--- config.mk ---
export PLATFORM = sky130hd
export DESIGN_NAME = sync_filter_edge
export DESIGN_NICKNAME = d
export VERILOG_FILES = /design/src/rtl/sync_filter_bit.sv /design/src/rtl/sync_filter_edge.sv
export SDC_FILE = /design/constraint.sdc
export NUM_CORES = 1
export LEC_CHECK = 0
export CAP_MARGIN = 20
export CORE_AREA = 5 5 42 44
export DETAILED_ROUTE_END_ITERATION = 10
export DIE_AREA = 0 0 47 49
export GPL_ROUTABILITY_DRIVEN = 0
export SLEW_MARGIN = 20
export SYNTH_ARGS = -nofsm -noshare
export SYNTH_HDL_FRONTEND = slang
export SYNTH_SLANG_ARGS = --single-unit
--- constraint.sdc ---
create_clock -name clk -period 1.5 [get_ports clk]
set_clock_uncertainty 0.2 [all_clocks]
set_input_delay 0.45 -clock clk [delete_from_list [all_inputs] [get_ports clk]]
set_output_delay 0.45 -clock clk [all_outputs]
set_load 0.02 [all_outputs]
--- src/rtl/sync_filter_bit.sv ---
// rtl/sync_filter_bit.sv - one channel: flop synchronizer, optional stability filter, edge pulses.
// A level must be seen on FILTER_LEN consecutive synchronized samples before data_out follows it.
module sync_filter_bit #(
    parameter int   STAGES     = 2,
    parameter int   FILTER_LEN = 0,
    parameter logic RST_BIT    = 1'b0
) (
    input  logic clk,
    input  logic rst,
    input  logic data_in,
    output logic data_out,
    output logic rise,
    output logic fall
);
    logic [STAGES-1:0] sync_q;
    logic              y;
    logic              dly_q;

    if (STAGES < 2) begin : g_bad_stages
        $error("sync_filter_bit: STAGES must be at least 2");
    end

    // Pure flop chain: nothing may sit between the metastability-settling stages.
    always_ff @(posedge clk or posedge rst) begin
        if (rst) begin
            sync_q <= {STAGES{RST_BIT}};
        end else begin
            sync_q <= {sync_q[STAGES-2:0], data_in};
        end
    end

    assign y = sync_q[STAGES-1];

    if (FILTER_LEN == 0) begin : g_bypass
        assign data_out = y;
    end else begin : g_filter
        localparam int               CNT_W    = $clog2(FILTER_LEN + 1);
        localparam logic [CNT_W-1:0] CNT_LAST = CNT_W'(FILTER_LEN - 1);

        logic [CNT_W-1:0] cnt_q;
        logic [CNT_W-1:0] cnt_d;
        logic             out_q;
        logic             out_d;

        always_comb begin
            cnt_d = cnt_q;
            out_d = out_q;
            if (y == out_q) begin
                cnt_d = '0;
            end else if (cnt_q == CNT_LAST) begin
                out_d = y;
                cnt_d = '0;
            end else begin
                cnt_d = cnt_q + CNT_W'(1);
            end
        end

        always_ff @(posedge clk or posedge rst) begin
            if (rst) begin
                cnt_q <= '0;
                out_q <= RST_BIT;
            end else begin
                cnt_q <= cnt_d;
                out_q <= out_d;
            end
        end

        assign data_out = out_q;
    end

    // dly shares the reset value with data_out, so leaving reset never looks like an edge.
    always_ff @(posedge clk or posedge rst) begin
        if (rst) begin
            dly_q <= RST_BIT;
        end else begin
            dly_q <= data_out;
        end
    end

    assign rise = data_out & ~dly_q;
    assign fall = ~data_out & dly_q;

endmodule

--- src/rtl/sync_filter_edge.sv ---
// rtl/sync_filter_edge.sv - multi-channel pad input conditioner with per-channel sync, filter and edges.
// Channels are fully independent; each gets its own reset level from RESET_VAL.
module sync_filter_edge #(
    parameter int               WIDTH      = 3,
    parameter int               STAGES     = 2,
    parameter int               FILTER_LEN = 0,
    parameter logic [WIDTH-1:0] RESET_VAL  = {WIDTH{1'b0}}
) (
    input  logic             clk,
    input  logic             rst,
    input  logic [WIDTH-1:0] data_in,
    output logic [WIDTH-1:0] data_out,
    output logic [WIDTH-1:0] rise,
    output logic [WIDTH-1:0] fall
);
    if (WIDTH < 1) begin : g_bad_width
        $error("sync_filter_edge: WIDTH must be at least 1");
    end

    for (genvar i = 0; i < WIDTH; i++) begin : g_chan
        sync_filter_bit #(
            .STAGES     (STAGES),
            .FILTER_LEN (FILTER_LEN),
            .RST_BIT    (RESET_VAL[i])
        ) u_bit (
            .clk      (clk),
            .rst      (rst),
            .data_in  (data_in[i]),
            .data_out (data_out[i]),
            .rise     (rise[i]),
            .fall     (fall[i])
        );
    end

endmodule

# Yosys cells after proc, flatten, opt, wreduce, memory -nomap -nowiden
# Cells that the tools add are included.
dict set report classes {
  bitwise 12
}
# operator count
set op_table {}
lappend op_table {{AND 1 bit} 6}
lappend op_table {{inverter 1 bit} 6}
dict set report word_totals {
  inputBits 5
  word_cells 18
  ff_bits 9
}

# Longest topological paths before layout
dict set report depth {
  ltp_word 2
  ltp_mapped 2
}

# By module
# Synthesis repeated with hierarchy kept, for this count alone.
dict set report hier_totals {
  cells_unflattened 18
  hier_area_um2 281.5
}
# mod cells_per_inst instances area_per_inst_um2
set modules_own_cells {}
lappend modules_own_cells {sync_filter_bit 6 3 93.8}

# Least setup slack after synthesis
# Ideal clock, no wire load.
dict set report synth_timing {
  path_kind {reg2out}
  startpoint {register g_chan[0].u_bit.sync_q[1]}
  endpoint {output port rise[0]}
  path_stages_with_launch 3
  t_required_ns 0.850
  n_path_buf 1
  arrival_time_ns 0.642
  setup_slack_ns 0.208
  cell_sequence {dfrtp_1 -> nor2b_1 -> buf_4}
}
dict set report synth_between {
  elab_chain_cells 1
}
# element line_no
set synth_lines {}
lappend synth_lines {{start, declared} sync_filter_bit.sv:15} ;# logic [STAGES-1:0] sync_q;
lappend synth_lines {{start signal, assigned} sync_filter_bit.sv:26} ;# sync_q <= {STAGES{RST_BIT}};
lappend synth_lines {{start signal, assigned} sync_filter_bit.sv:28} ;# sync_q <= {sync_q[STAGES-2:0], data_in};
lappend synth_lines {{AND 1 bit} sync_filter_bit.sv:80} ;# assign rise = data_out & ~dly_q;
lappend synth_lines {{end, declared} sync_filter_edge.sv:13} ;# output logic [WIDTH-1:0] rise,
# Every way passes these cells.

# Final worst setup path
dict set report layout_timing {
  startpoint {register g_chan[2].u_bit.dly_q}
  endpoint {output port fall[2]}
}
dict set report layout_between {
  elab_chain_cells 1
}
# element line_no
set layout_lines {}
lappend layout_lines {{start, declared} sync_filter_bit.sv:17} ;# logic dly_q;
lappend layout_lines {{start signal, assigned} sync_filter_bit.sv:76} ;# dly_q <= data_out;
lappend layout_lines {{AND 1 bit} sync_filter_bit.sv:81} ;# assign fall = ~data_out & dly_q;
lappend layout_lines {{end, declared} sync_filter_edge.sv:14} ;# output logic [WIDTH-1:0] fall
# Every way passes these cells.

==> reports/results.ini <==
[pwr]
intPower_uw=396
power.density_nw_per_um2=1090
pwr-share-clk_pct=34.8
comb_power_share_pct=13.4
seqPwrFrac_pct=51.9
switching_share_pct=22.6
ir_worst_vdd_v=0.000534
switchingPower_uw=116
p_leak_uw=0.000225

[sta]
period_share_pct=107
fin_ws_ps=-103
timing.fmax_ghz=0.624
rsz0062_at_grt=true
tns_ps=-627
max_slew.worst_pin.slew_ps=318
finalMaxSlewViolations=0
relSlewSlack_pct=78.8
finalCriticalPeriod_ps=1600
setup_violations=7
hold_violations=0

[setup_path]
crit_start=g_chan[2].u_bit.dly_q
path_class=register to output port
required_ps=850
worstSetupEndpoint=fall[2]
r2r-end=g_chan[1].u_bit.dly_q
cp.arrival_ps=950
cp_max_fo=2
ff2ff_path_depth=0
r2r_slack_ps=750
critical_path.endpoint_type=output port
critPathLaunchType=register
r2r_start=g_chan[1].u_bit.sync_q[1]

[finish]
utilization_pct=33.5
nets=40
register_area_um2=225
diodes=0
drive_above_1_share_pct=47.1
n_fill_cell=150
final_cell_area_um2=469
multiInputGateArea_um2=60.1
area_growth_pct=40.4

[clocking]
root_buffer=clkbuf_4
cts_buffers=3
cts_tree=yes
holdBufCountCts=0
path_clk_slew_ps=60
clkLatencyLatePin_ps=250
cts_sinks=9
ctsLongestPathBuffers=2
htreeDepth=1

[run_status]
status=complete, but fails checks
violations=setup timing

[yosys]
synth.distinct_cells=4
yosys_warnings=0
synthesis.nets=30
synth-seq-cells=9
syn_area_um2=334
synth_top_area_share_pct=67.4
synth_common_cells=buf_4, dfrtp_1, nor2b_1, inv_1
synth-edff-count=0
syn-mean-instance-area_um2=13.4
synth.largest_area_cell=dfrtp_1
syn_inst=25
synth_area_leaders=dfrtp_1, buf_4, nor2b_1, inv_1
ys.flop_type=dfrtp_1
synth_seq_area_share_pct=67.4
synthArstFlopShare_pct=100

[floorplan]
dieArea_um2=2300
die_h_um=49
initial_core_util_pct=23.8
core-area_um2=1400
io_pins=14
die_x_um=47
rows=14

[global_routing]
met2_usage_pct=7.01
grt_pass1_vias=174
grt_use_met3_pct=5.90
busiest_layer=met2
antenna_found_initial=0
grt_pass1_wl_um=724
gr-total-overflow=0
grt_max_degree=10
grt_usage_pct=4.93
use_met1_pct=4.36

[drt]
wl_per_cell_um=10.9
drt-total-wl_um=546
avgViaCountPerCell=3.58
drcViolationCount=0
drtAntennaViolNets=0
dr_total_vias=179
dr.first_iter.drc_count=1
first_pass_iters=2

[run]
cap_viol_max_count=0

[placement]
dpl-instance-area_um2=417
numPortBuffers=13

[worst_hold_path]
hold_path.class=register to register

==> cells in the final DEF, fill, tap and decap left out, drive strengths merged <==
cell / netlist / routed
buf: 9 / 10
inv: 1 / 1
clkbuf: 0 / 4
clkdlybuf4s50: 0 / 4
nor2b: 6 / 6
dfrtp: 9 / 9
==> state kept, by name (all words and copies together), names as in the netlist <==
register and count:
g_chan.u_bit.dly_q 3, g_chan.u_bit.sync_q 6
==> repair_timing <==
item,in CTS,in global routing
buffers inserted,0,1
resized for setup,44,12
endpoints found under the setup margin,9,9
==> worst min-delay path by stage <==
stage	start	endpoint	depth (start not counted)	slack, ps
floorplan	rst	g_chan[0].u_bit.dly_q	1	80
global placement	g_chan[1].u_bit.sync_q[0]	g_chan[1].u_bit.sync_q[1]	0	130
detailed placement	g_chan[0].u_bit.sync_q[0]	g_chan[0].u_bit.sync_q[1]	0	140
CTS	g_chan[0].u_bit.sync_q[0]	g_chan[0].u_bit.sync_q[1]	0	150
global route	g_chan[0].u_bit.sync_q[0]	g_chan[0].u_bit.sync_q[1]	0	170
finish	g_chan[0].u_bit.sync_q[0]	g_chan[0].u_bit.sync_q[1]	0	150
==> stage by stage <==
stage / hold WS (ps) / instances / setup WS [ps] / power, uW
floorplan: 77.9 / 25 / 208 / 308
global placement: 132 / 45 / -242 / 327
detailed placement: 140 / 45 / -298 / 330
CTS: 151 / 49 / -116 / 509
global route: 170 / 50 / -158 / 542
finish: 147 / 50 / -103 / 511
==> area by class of cell <==
cell class	instances	share of cell area, %
multi-input cells	6	12.8
repair buffers	14	28.5
clock buffers	4	5.60
flip-flops and latches	9	48.0
inverters	1	0.800
well taps	16	4.27
==> per-layer routing <==
layer	wire length, um	share of wire, %	up-vias
met3	105	19	0
met4	0	0	0
met5	0	0	-
li1	-	-	83
met1	181	33	80
met2	259	47	16
==> critical path, cell delays in order (launching register included) <==
cell and delay (ps):
dfrtp_1 410, nor2b_1 140, buf_4 150
==> power groups by stage <==
stage,clock [uW],sequential [uW],combinational [uW]
CTS,189,263,57.1
floorplan,0,264,44.0
detailed placement,0,267,62.6
global placement,0,265,61.7
finish,178,265,68.3
global route,202,267,72.7
==> logic make-up after synthesis <==
| family | synth area share [%] |
|---|---|
| buffers and inverters | 21.3 |
| AND/OR/NAND/NOR | 11.2 |
| flip-flops | 67.4 |
(Power assumes the default switching activity.)
